--- config.mk ---
export PLATFORM = sky130hd
export DESIGN_NAME = tt_ctrl_seq_flat
export DESIGN_NICKNAME = d
export VERILOG_FILES = /design/src/rtl/tt_ctrl_seq_if.sv /design/src/rtl/tt_ctrl_seq.sv /design/src/flat_wrapper.sv
export SDC_FILE = /design/constraint.sdc
export NUM_CORES = 1
export LEC_CHECK = 0
export CAP_MARGIN = 15
export CELL_PAD_IN_SITES_DETAIL_PLACEMENT = 0
export CELL_PAD_IN_SITES_GLOBAL_PLACEMENT = 1
export CORE_MARGIN = 4
export CORE_UTILIZATION = 48
export DETAILED_ROUTE_END_ITERATION = 8
export DONT_BUFFER_PORTS = 1
export PLACE_DENSITY_LB_ADDON = 0.1
export REMOVE_ABC_BUFFERS = 1
export SLEW_MARGIN = 20
export SYNTH_ARGS = -nofsm -noshare
export SYNTH_HDL_FRONTEND = slang
export SYNTH_SLANG_ARGS = --single-unit
--- constraint.sdc ---
create_clock -name clk -period 2.96 [get_ports clk]
set_clock_uncertainty 0.1 [all_clocks]
set_input_delay 0.888 -clock clk [delete_from_list [all_inputs] [get_ports clk]]
set_output_delay 0.888 -clock clk [all_outputs]
set_load 0.05 [all_outputs]
--- src/rtl/tt_ctrl_seq_if.sv ---
// Request port of the TinyTapeout mux-control sequencer: a valid/ready
// request carrying the target select address and the enable value to
// apply once the remote counter has been stepped there, plus a one-cycle
// completion pulse.
interface tt_ctrl_seq_if #(
    parameter int SEL_W = 10
);
    logic             req_valid;
    logic             req_ready;
    logic [SEL_W-1:0] req_addr;
    logic             req_ena;
    logic             done;

    // Requester side: issues requests, observes ready and completion.
    modport master (
        output req_valid,
        output req_addr,
        output req_ena,
        input  req_ready,
        input  done
    );

    // Sequencer side: accepts requests, reports ready and completion.
    modport slave (
        input  req_valid,
        input  req_addr,
        input  req_ena,
        output req_ready,
        output done
    );
endinterface

--- src/rtl/tt_ctrl_seq.sv ---
// Sequencer for the TinyTapeout mux controller's three-wire control port.
// It keeps a shadow of the remote 10-bit ripple select counter. It steps
// that counter to a requested address, counting forward when it can and
// resetting first only when the target lies behind the current value.
// Finally it applies the requested enable. Every ctrl_* output is a
// flop with no logic after it, so the counter clock cannot glitch.
module tt_ctrl_seq #(
    parameter int SEL_W   = 10,
    parameter int PULSE_W = 2
) (
    input  logic             clk,
    input  logic             rst_n,
    tt_ctrl_seq_if.slave     req,
    output logic [SEL_W-1:0] cur_addr,
    output logic             ctrl_sel_rst_n,
    output logic             ctrl_sel_inc,
    output logic             ctrl_ena
);

    localparam int TW = $clog2(PULSE_W + 1);

    // Every phase lasts PULSE_W cycles: load PULSE_W-1 on entry, leave at 0.
    // INIT lasts one extra cycle, because the counter reset is released on
    // the first edge and PULSE_W cycles of recovery follow it.
    localparam logic [TW-1:0]    TMR_PHASE = TW'(PULSE_W - 1);
    localparam logic [TW-1:0]    TMR_INIT  = TW'(PULSE_W);
    localparam logic [TW-1:0]    TMR_ONE   = TW'(1);
    localparam logic [TW-1:0]    TMR_ZERO  = TW'(0);
    localparam logic [SEL_W-1:0] ADDR_ONE  = SEL_W'(1);
    localparam logic [SEL_W-1:0] ADDR_ZERO = SEL_W'(0);

    typedef enum logic [2:0] {
        ST_INIT    = 3'd0,
        ST_IDLE    = 3'd1,
        ST_ENA_OFF = 3'd2,
        ST_RST_LO  = 3'd3,
        ST_RST_REC = 3'd4,
        ST_INC_HI  = 3'd5,
        ST_INC_LO  = 3'd6,
        ST_SETTLE  = 3'd7
    } state_t;

    state_t           state_r;
    logic [TW-1:0]    tmr_r;
    logic [SEL_W-1:0] n_r;          // increment pulses still to issue
    logic             rst_pend_r;   // target behind shadow: reset first
    logic             ena_r;        // enable value applied on completion
    logic             req_ready_r;
    logic             done_r;

    logic             accept_s;
    logic             r_s;
    logic [SEL_W-1:0] n_s;
    logic             tmr_done_s;

    assign req.req_ready = req_ready_r;
    assign req.done      = done_r;

    // Accept strobe, reset decision and pulse count for an incoming request.
    always_comb begin
        accept_s   = req.req_valid & req_ready_r;
        tmr_done_s = (tmr_r == TMR_ZERO);
        if (req.req_addr >= cur_addr) begin
            r_s = 1'b0;
            n_s = req.req_addr - cur_addr;
        end else begin
            r_s = 1'b1;
            n_s = req.req_addr;
        end
    end

    // Sequencer FSM: walks the phases and drives every registered output.
    always_ff @(posedge clk or negedge rst_n) begin
        if (!rst_n) begin
            state_r        <= ST_INIT;
            tmr_r          <= TMR_INIT;
            n_r            <= ADDR_ZERO;
            rst_pend_r     <= 1'b0;
            ena_r          <= 1'b0;
            req_ready_r    <= 1'b0;
            done_r         <= 1'b0;
            cur_addr       <= ADDR_ZERO;
            ctrl_sel_rst_n <= 1'b0;
            ctrl_sel_inc   <= 1'b0;
            ctrl_ena       <= 1'b0;
        end else begin
            done_r <= 1'b0;
            case (state_r)
                ST_INIT: begin
                    ctrl_sel_rst_n <= 1'b1;
                    if (tmr_done_s) begin
                        state_r     <= ST_IDLE;
                        req_ready_r <= 1'b1;
                    end else begin
                        tmr_r <= tmr_r - TMR_ONE;
                    end
                end
                ST_IDLE: begin
                    if (accept_s) begin
                        ena_r       <= req.req_ena;
                        rst_pend_r  <= r_s;
                        n_r         <= n_s;
                        ctrl_ena    <= 1'b0;
                        req_ready_r <= 1'b0;
                        tmr_r       <= TMR_PHASE;
                        state_r     <= ST_ENA_OFF;
                    end else begin
                        req_ready_r <= 1'b1;
                    end
                end
                ST_ENA_OFF: begin
                    if (!tmr_done_s) begin
                        tmr_r <= tmr_r - TMR_ONE;
                    end else if (rst_pend_r) begin
                        ctrl_sel_rst_n <= 1'b0;
                        tmr_r          <= TMR_PHASE;
                        state_r        <= ST_RST_LO;
                    end else if (n_r != ADDR_ZERO) begin
                        ctrl_sel_inc <= 1'b1;
                        cur_addr     <= cur_addr + ADDR_ONE;
                        n_r          <= n_r - ADDR_ONE;
                        tmr_r        <= TMR_PHASE;
                        state_r      <= ST_INC_HI;
                    end else begin
                        tmr_r   <= TMR_PHASE;
                        state_r <= ST_SETTLE;
                    end
                end
                ST_RST_LO: begin
                    if (tmr_done_s) begin
                        ctrl_sel_rst_n <= 1'b1;
                        cur_addr       <= ADDR_ZERO;
                        tmr_r          <= TMR_PHASE;
                        state_r        <= ST_RST_REC;
                    end else begin
                        tmr_r <= tmr_r - TMR_ONE;
                    end
                end
                ST_RST_REC: begin
                    if (!tmr_done_s) begin
                        tmr_r <= tmr_r - TMR_ONE;
                    end else if (n_r != ADDR_ZERO) begin
                        ctrl_sel_inc <= 1'b1;
                        cur_addr     <= cur_addr + ADDR_ONE;
                        n_r          <= n_r - ADDR_ONE;
                        tmr_r        <= TMR_PHASE;
                        state_r      <= ST_INC_HI;
                    end else begin
                        tmr_r   <= TMR_PHASE;
                        state_r <= ST_SETTLE;
                    end
                end
                ST_INC_HI: begin
                    if (tmr_done_s) begin
                        ctrl_sel_inc <= 1'b0;
                        tmr_r        <= TMR_PHASE;
                        state_r      <= ST_INC_LO;
                    end else begin
                        tmr_r <= tmr_r - TMR_ONE;
                    end
                end
                ST_INC_LO: begin
                    if (!tmr_done_s) begin
                        tmr_r <= tmr_r - TMR_ONE;
                    end else if (n_r != ADDR_ZERO) begin
                        ctrl_sel_inc <= 1'b1;
                        cur_addr     <= cur_addr + ADDR_ONE;
                        n_r          <= n_r - ADDR_ONE;
                        tmr_r        <= TMR_PHASE;
                        state_r      <= ST_INC_HI;
                    end else begin
                        tmr_r   <= TMR_PHASE;
                        state_r <= ST_SETTLE;
                    end
                end
                ST_SETTLE: begin
                    if (tmr_done_s) begin
                        ctrl_ena    <= ena_r;
                        done_r      <= 1'b1;
                        req_ready_r <= 1'b1;
                        state_r     <= ST_IDLE;
                    end else begin
                        tmr_r <= tmr_r - TMR_ONE;
                    end
                end
                default: begin
                    state_r        <= ST_INIT;
                    tmr_r          <= TMR_INIT;
                    req_ready_r    <= 1'b0;
                    cur_addr       <= ADDR_ZERO;
                    ctrl_sel_rst_n <= 1'b0;
                    ctrl_sel_inc   <= 1'b0;
                    ctrl_ena       <= 1'b0;
                end
            endcase
        end
    end

endmodule

--- src/flat_wrapper.sv ---
// flat-port wrapper written by rule: the top's interface ports become plain ports
module tt_ctrl_seq_flat 
#(
    parameter int SEL_W   = 10,
    parameter int PULSE_W = 2
)
  (clk, rst_n, cur_addr, ctrl_sel_rst_n, ctrl_sel_inc, ctrl_ena, req_req_valid, req_req_addr, req_req_ena, req_req_ready, req_done);
  tt_ctrl_seq_if #(.SEL_W(SEL_W)) req_i ();
  input  logic clk;
  input  logic rst_n;
  output logic [SEL_W-1:0] cur_addr;
  output logic ctrl_sel_rst_n;
  output logic ctrl_sel_inc;
  output logic ctrl_ena;
  input wire logic [$bits(req_i.req_valid)-1:0] req_req_valid;
  input wire logic [$bits(req_i.req_addr)-1:0] req_req_addr;
  input wire logic [$bits(req_i.req_ena)-1:0] req_req_ena;
  output wire logic [$bits(req_i.req_ready)-1:0] req_req_ready;
  output wire logic [$bits(req_i.done)-1:0] req_done;
  assign req_i.req_valid = req_req_valid;
  assign req_i.req_addr = req_req_addr;
  assign req_i.req_ena = req_req_ena;
  assign req_req_ready = req_i.req_ready;
  assign req_done = req_i.done;
  tt_ctrl_seq #(.SEL_W(SEL_W), .PULSE_W(PULSE_W)) u_core (.clk(clk), .rst_n(rst_n), .req(req_i), .cur_addr(cur_addr), .ctrl_sel_rst_n(ctrl_sel_rst_n), .ctrl_sel_inc(ctrl_sel_inc), .ctrl_ena(ctrl_ena));
endmodule
==> qor_table.md, run 1 <==
| Group | Item | This run |
|---|---|---|
| job | Max-cap viol count | 0 |
| finish | Area growth from synthesis to layout | 10.3% |
| worst setup path | Category of the most critical setup path | in2reg |
| floorplan | Area of the core region | 5070 um^2 |
| global route | Global router's overall resource usage | 0.204 |
| clocking | Resize count post-CTS | 0 |
| logic synthesis | EDFF count, synth | 0 |
| timing | Final worst path period share | 0.888 |
| finish | Total inserted antenna cells | 0 |
| place | HPWL reported at the end of detailed placement | 4.84 mm |
| logic synthesis | Portion of synthesized cell area occupied by the leading cell type | 0.310 |
| worst setup path | Endpoint required time on the critical path | 3040 ps |
| logic synthesis | Post-Syn Instances | 301 |
| logic synthesis | Leading post-synthesis cells by instance count | 31 x dfrtp_1, 26 x nand2_1, 25 x a21oi_1, 22 x o21ai_0, 18 x inv_1 |
| clocking | Clock transition at path regs | 80 ps |
| logic synthesis | Most used standard cell by instance count after synthesis | dfrtp_1 |
| timing | Tightest slew margin relative to the limit | 0.508 |
| logic synthesis | Most area-hungry cell type in the Yosys netlist | dfrtp_1 |
| floorplan | Die H | 80.2 um |
| logic synthesis | Netlist area before placement | 2500 um^2 |
| timing | Setup Total Neg Slack | 0 ps |
| worst setup path | Critical Path Start Type | primary input |
| logic synthesis | Post-synthesis share of cell area spent on xor and xnor gates | 0.0385 |
| worst setup path | Critical path capture point type | flop |
| clocking | Clock tree sinks | 32 |
| global route | Via count of the first global-routing pass | 2127 |
| power | Total power | 2.53 mW |
| status | Status | finished clean |
| global route | First-pass GRT wire length | 10.3 mm |
| worst hold path | Hold/Removal Path Class | in2async |
| place | Count of input and output buffers | 0 |
| logic synthesis | Fraction of the mapped netlist area in compound gates | 0.262 |
| logic synthesis | Largest family of logic cells by synthesized area | compound AO/OA/AOI/OAI gates |
| drt | Via-per-instance ratio | 5.92 |
| power | VDD IR-drop max | 0.394 mV |
| drt | WL final | 6.18 mm |
| logic synthesis | Area share of and/or/nand/nor cells after synthesis | 0.217 |
| drt | Vias after detailed routing | 2287 |
| finish | Total number of nets in the final design | 344 |
| clocking | Clock Tree Buf Depth | 2 |
| clocking | CTS tree | done |
| timing | Slew @ Worst Pin | 733 ps |
| worst setup path | Worst Path Arrival | 2710 ps |
| logic synthesis | Synthesis warning total | 0 |
| clocking | CTS Hold Bufs | 0 |
| floorplan | Number of top-level pins | 29 |
| timing | Highest Clock Rate | 380 MHz |
| drt | Number of detailed-route iterations in the first pass | 4 |
| power | P_leak | 1.14 nW |
| timing | Final Hold Viols | 0 |
| logic synthesis | Post-synth top flop | dfrtp_1 |
| clocking | Number of buffers created by CTS | 5 |
| finish | Fillers | 496 |
| floorplan | Overall die area | 6430 um^2 |
| drt | Drt wl/cell | 16.0 um |
| drt | Total DRC errors in the routed layout | 0 |
| worst setup path | Maximum fanout along the worst path | 6 |
| logic synthesis | Synth area leaders | dfrtp_1 31%, ha_1 7.0%, a21oi_1 5.0%, o21ai_0 4.4%, nand2_1 3.9% |
| clocking | Root Buffer Master | clkbuf_8 |
| logic synthesis | Count of different cell masters after synthesis | 63 |
| floorplan | Starting density of the core | 0.493 |
| logic synthesis | Adder and majority gate portion of the synthesized area | 0.0780 |
| clocking | Clock latency of the later-clocked register in the worst-skew pair | 290 ps |
| power | Power per cell area | 918 nW/um^2 |
| logic synthesis | Proportion of synthesized area in mux cells | 0.0200 |
| logic synthesis | Mean post-synth cell area | 8.31 um^2 |
| logic synthesis | Register bit total from synthesis | 32 |
| global route | Largest net degree at the start of global routing | 33 |
| finish | Fin util | 0.543 |
| drt | Antenna Nets Post-Route | 0 |
| global route | Total gr overflow | 0 |
| place | Routability-driven placement congestion ratio | 0.879 |
| logic synthesis | Asr flop ratio synth | 1.00 |
| timing | Endpoints failing setup | 0 |
| logic synthesis | Sequential-to-total area share from yosys stat | 0.321 |
| timing | Max-slew violation count | 0 |
| timing | Tmin final | 2630 ps |
| timing | RSZ-0062 raised after global routing | false |
| floorplan | Die Span X | 80.2 um |
| clocking | Setup Buffers After CTS | 0 |
| clocking | H-tree levels | 2 |
| finish | Layout cells sized above 1 | 0.136 |
| floorplan | Standard-cell rows | 26 |
| global route | Antenna violations before repair | 0 |
| drt | DRT iter0 DRCs | 142 |
[power breakdown]
part           internal (mW)  switching [mW]  total [mW]  leakage, nW
Clock                  0.166           0.177       0.343       0.0404
Sequential             0.603           0.268       0.872        0.402
Combinational          0.529           0.789        1.32        0.693
Total                   1.30            1.23        2.53         1.14
[path summary, 6_finish.rpt]
path	end	cells after the start	slack (ps)	from
setup / recovery	u_core.n_r[0]	10	330	req_req_addr[0]
hold / removal	u_core.cur_addr[0]	0	190	rst_n
setup reg to reg	u_core.n_r[9]	7	540	u_core.n_r[0]
hold reg to reg	u_core.ena_r	2	380	u_core.ena_r
max in group asynchronous	u_core.tmr_r[1]	0	2390	rst_n
min in group clk	u_core.ena_r	2	380	u_core.ena_r
[worst max-delay path, cell delays in order]
cell and delay [ps]:
inv_1 60, ha_1 170, inv_1 50, fa_1 390
nand3_1 120, a211oi_1 90, nor3_2 250, and2_0 320
nand3_1 110, a32o_1 260
[kinds of logic (layout without fill, tap and decap cells)]
logic type,Yosys count,count (layout)
AO/OA/AOI/OAI,100,100
XOR/XNOR,11,11
adder cells (fa/ha/maj),15,15
buffers and inverters,34,49
flip-flops,32,32
multiplexers,5,5
AND/OR/NAND/NOR,104,104
[metal layers]
layer	share of wire	global-route usage	vias up
met3	0.056	0.0437	11
met2	0.47	0.315	62
met4	0.015	0.0659	0
li1	-	-	1139
met1	0.46	0.282	1075
met5	0	0	-
[metrics by stage]
stage / hold WS, ps / setup WS [ps] / cells / area, um^2
2_1_floorplan: 346 / 164 / 286 / 2410
3_3_place_gp: 363 / 70.3 / 378 / 2670
3_5_place_dp: 365 / 5.32 / 378 / 2670
4_1_cts: 174 / 317 / 386 / 2760
5_1_grt: 164 / 172 / 386 / 2760
6_report: 186 / 332 / 386 / 2760
[cell usage in the layout, fill, tap and decap left out, drive strengths merged, types with 6 or more instances in the layout]
master	n
ha	14
nand2	26
or3	7
xnor2	10
nand3	17
buf	22
nor3	11
nor2	17
a21o	6
dfrtp	31
a211oi	7
o21ai	24
a21oi	25
inv	18
[cell type report]
class,instances,area (um^2),area share
flip-flops and latches,32,802,0.291
inverters,19,71.3,0.0259
clock inverters,3,23.8,0.00862
well taps,70,87.6,0.0318
repair buffers,22,165,0.0599
multi-input cells,235,1540,0.558
clock buffers,5,68.8,0.0250
[sequential cells by signal, summed over array words and instances, names as in the netlist, 2 cells and up]
signal	count
u_core.state_r	3
u_core.tmr_r	2
u_core.cur_addr	10
u_core.n_r	10
Power figures use the tool's default switching activity.
==> inputs of run 2 (changes only) <==
--- a/config.mk
+++ b/config.mk
@@ -5,13 +5,11 @@
 export SDC_FILE = /design/constraint.sdc
 export NUM_CORES = 1
 export LEC_CHECK = 0
-export CAP_MARGIN = 15
 export CELL_PAD_IN_SITES_DETAIL_PLACEMENT = 0
 export CELL_PAD_IN_SITES_GLOBAL_PLACEMENT = 1
 export CORE_MARGIN = 4
-export CORE_UTILIZATION = 48
+export CORE_UTILIZATION = 42
 export DETAILED_ROUTE_END_ITERATION = 8
-export DONT_BUFFER_PORTS = 1
 export PLACE_DENSITY_LB_ADDON = 0.1
 export REMOVE_ABC_BUFFERS = 1
 export SLEW_MARGIN = 20
==> qor_table.md, run 2 (synthesis gave the netlist of run 1 again) <==
| Group | Item | This run | Change |
|---|---|---|---|
| status | Status | finished clean | unchanged |
| finish | Total inserted antenna cells | 0 | unchanged |
| timing | Slew @ Worst Pin | 723 ps | was 733 ps |
| clocking | Root Buffer Master | clkbuf_8 | unchanged |
| drt | Number of detailed-route iterations in the first pass | 4 | unchanged |
| drt | DRT iter0 DRCs | 123 | was 142 |
| power | VDD IR-drop max | 0.418 mV | was 0.394 mV |
| finish | Most frequent cells in the layout | 55 x buf_4, 31 x dfrtp_1, 25 x nand2_1, 25 x clkdlybuf4s50_1, 23 x a21oi_1 | was 31 x dfrtp_1, 26 x nand2_1, 25 x a21oi_1 |
| job | Max-cap viol count | 0 | unchanged |
| power | Combinational power share | 0.587 | was 0.520 |
| drt | Total DRC errors in the routed layout | 0 | unchanged |
| finish | Fillers | 518 | was 496 |
| finish | Area growth from synthesis to layout | 35.6% | was 10.3% |
| worst setup path | CP delay by family, top | buffers and inverters | was simple AND/OR/NAND/NOR gates |
| power | Share of total power in sequential cells | 0.289 | was 0.344 |
| clocking | H-tree levels | 2 | unchanged |
| worst setup path | Critical path capture point type | flop | unchanged |
| global route | First-pass GRT wire length | 11.3 mm | was 10.3 mm |
| clocking | CTS Hold Bufs | 0 | unchanged |
| global route | Total gr overflow | 0 | unchanged |
| power | Clock network fraction of total power | 0.124 | was 0.136 |
| worst setup path | Worst flop-to-flop path startpoint | u_core.n_r[0] | unchanged |
| worst setup path | Critical Path Start Type | primary input | unchanged |
| power | Power per cell area | 829 nW/um^2 | was 918 nW/um^2 |
| clocking | Number of buffers created by CTS | 5 | unchanged |
| finish | Layout cells sized above 1 | 0.241 | was 0.136 |
| floorplan | Starting density of the core | 0.443 | was 0.493 |
| finish | Total number of nets in the final design | 405 | was 344 |
| worst setup path | Endpoint of the worst register-to-register path | u_core.n_r[9] | unchanged |
| worst setup path | Endpoint required time on the critical path | 3020 ps | was 3040 ps |
| drt | WL final | 7.01 mm | was 6.18 mm |
| worst hold path | Number of cells on the worst hold path | 2 |  |
| timing | Setup Total Neg Slack | 0 ps | unchanged |
| clocking | CTS tree | done | unchanged |
| power | Cell internal power dissipation | 1.50 mW | was 1.30 mW |
| floorplan | Overall die area | 7250 um^2 | was 6430 um^2 |
| timing | Endpoints failing setup | 0 | unchanged |
| worst setup path | WP buf/inv | 3 | was 2 |
| timing | Tmin final | 2910 ps | was 2630 ps |
| drt | Drt wl/cell | 15.6 um | was 16.0 um |
| drt | Vias after detailed routing | 2521 | was 2287 |
| power | Sw power | 1.31 mW | was 1.23 mW |
| worst setup path | Reg-to-reg slack, setup | 510 ps | was 540 ps |
| timing | Max-slew violation count | 0 | unchanged |
| timing | Highest Clock Rate | 343 MHz | was 380 MHz |
| drt | Via-per-instance ratio | 5.61 | was 5.92 |
| worst setup path | Crit path from | req_req_addr[4] | was req_req_addr[0] |
| worst setup path | Most repeated library cell on the critical path | buf_4 |  |
| place | HPWL reported at the end of detailed placement | 5.23 mm | was 4.84 mm |
| finish | Biggest registers after layout | u_core.cur_addr: 10 flops, u_core.n_r: 10 flops, u_core.state_r: 3 flops | unchanged |
| global route | Largest net degree at the start of global routing | 33 | unchanged |
| finish | Most common cell after layout, fill and taps aside | buf_4 | was dfrtp_1 |
| place | Placed Instance Area | 3160 um^2 | was 2670 um^2 |
| worst setup path | Highest-delay cell along the critical path | clkdlybuf4s50_1 | was fa_1 |
| clocking | Clock transition at path regs | 70 ps | was 80 ps |
| clocking | Clock tree sinks | 32 | unchanged |
| worst setup path | Worst path cell trace | clkdlybuf4s50_1, ha_4, nand4_1, buf_4, a211oi_2, nor3_2, and2_4, buf_4, a21oi_2, o221ai_1 | was inv_1, ha_1, inv_1, fa_1, nand3_1, a211oi_1, nor3_2, and2_0, nand3_1, a32o_1 |
| floorplan | Number of top-level pins | 29 | unchanged |
| clocking | Clock Tree Buf Depth | 2 | unchanged |
| timing | Final Hold Viols | 0 | unchanged |
| worst setup path | Worst Path Arrival | 2970 ps | was 2710 ps |
| worst setup path | Largest incremental delay on the critical path | 480 ps | was 390 ps |
| clocking | Clock latency of the later-clocked register in the worst-skew pair | 290 ps | about the same |
| worst setup path | Category of the most critical setup path | in2reg | unchanged |
| worst hold path | Hold/Removal Path Class | reg2reg | was in2async |
| place | Routability-driven placement congestion ratio | 0.870 | was 0.879 |
| floorplan | Area of the core region | 5640 um^2 | was 5070 um^2 |
| power | P_leak | 1.43 nW | was 1.14 nW |
| worst setup path | Maximum fanout along the worst path | 5 | was 6 |
| floorplan | Standard-cell rows | 27 | was 26 |
| place | Count of input and output buffers | 28 | was 0 |
| power | Proportion of total power due to net switching | 0.468 | was 0.487 |
| worst setup path | Total stage count of the critical path | 10 | unchanged |
| worst setup path | Worst setup path end | u_core.n_r[2] | was u_core.n_r[0] |
| finish | Final design area excluding fillers | 3390 um^2 | was 2760 um^2 |
| global route | Antenna violations before repair | 0 | unchanged |
| floorplan | Die Span X | 85.2 um | was 80.2 um |
| drt | Antenna Nets Post-Route | 0 | unchanged |
| global route | Via count of the first global-routing pass | 2366 | was 2127 |
| floorplan | Die H | 85.2 um | was 80.2 um |
| worst setup path | R2R cell count | 7 | unchanged |
| timing | Final worst path period share | 0.984 | was 0.888 |
| global route | Global router's overall resource usage | 0.192 | was 0.204 |
| timing | Tightest slew margin relative to the limit | 0.517 | was 0.508 |
==> run 2: changes by cell type in the layout (fill, tap and decap cells not counted), sizes merged <==
cell	before	now
buf	22	55
clkdlybuf4s50	0	25
dlymetal6s2s	0	3
==> run 2: worst reg2reg max path, cell delays in order (launching register included) <==
cell and delay, ps:
dfrtp_1 400, inv_1 70, ha_1 200, or4b_1 600, nor3_2 300, or3_4 290
o41ai_1 110, a221o_1 260
==> run 2: per-layer routing <==
| metal | routed length (um) | vias to the layer above | track usage |
|---|---|---|---|
| met2 | 3290 | 46 | 0.311 |
| met5 | 0 | - | 0 |
| li1 | - | 1267 | - |
| met4 | 142 | 0 | 0.0475 |
| met3 | 221 | 10 | 0.0291 |
| met1 | 3360 | 1198 | 0.268 |
==> run 2: timing repair <==
item,in CTS,in global routing
pin swaps,1,11
gates cloned,0,0
gates resized for setup,3,17
setup buffers,0,5
endpoints found under the setup margin,5,11
==> run 2: how the worst min path moves through the flow <==
stage            startpoint      endpoint  slack (ps)
4_1_cts        u_core.ena_r  u_core.ena_r         390
3_5_place_dp   u_core.ena_r  u_core.ena_r         370
2_1_floorplan  u_core.ena_r  u_core.ena_r         350
3_3_place_gp   u_core.ena_r  u_core.ena_r         360
6_report       u_core.ena_r  u_core.ena_r         380
5_1_grt        u_core.ena_r  u_core.ena_r         430
==> run 2: layout make-up <==
type	instances	area, um^2	area share
tap	72	90.1	0.0266
clock inverter	3	23.8	0.00701
sequential	32	802	0.237
timing repair buffer	83	701	0.207
multi-input combinational	235	1630	0.482
clock buffer	5	68.8	0.0203
inverter	19	71.3	0.0210
==> run 2: stage by stage <==
| step | instances | hold slack [ps] | total power, mW | util | setup WS [ps] |
|---|---|---|---|---|---|
| 6_report | 449 | 384 | 2.81 | 0.601 | 48.5 |
| 5_1_grt | 449 | 425 | 3.04 | 0.601 | -34.8 |
| 4_1_cts | 444 | 387 | 2.77 | 0.578 | 32.4 |
| 3_5_place_dp | 436 | 369 | 2.40 | 0.560 | -374 |
| 3_3_place_gp | 436 | 363 | 2.38 | 0.560 | -301 |
| 2_1_floorplan | 286 | 346 | 1.83 | - | 164 |
==> run 2: power by group through the flow <==
stage	clock network (mW)	logic, mW	registers (mW)
after floorplan	0	0.886	0.942
after global placement	0	1.57	0.813
after detailed placement	0	1.59	0.818
after CTS	0.356	1.60	0.811
after global routing	0.378	1.82	0.843
final	0.350	1.65	0.812
==> inputs of run 3 (changes only) <==
--- a/config.mk
+++ b/config.mk
@@ -10,6 +10,7 @@
 export CORE_MARGIN = 4
 export CORE_UTILIZATION = 42
 export DETAILED_ROUTE_END_ITERATION = 8
+export HOLD_SLACK_MARGIN = 0.02
 export PLACE_DENSITY_LB_ADDON = 0.1
 export REMOVE_ABC_BUFFERS = 1
 export SLEW_MARGIN = 20
==> results of run 3 <==
The final DEF is identical to that of run 2; final timing and power are the same.
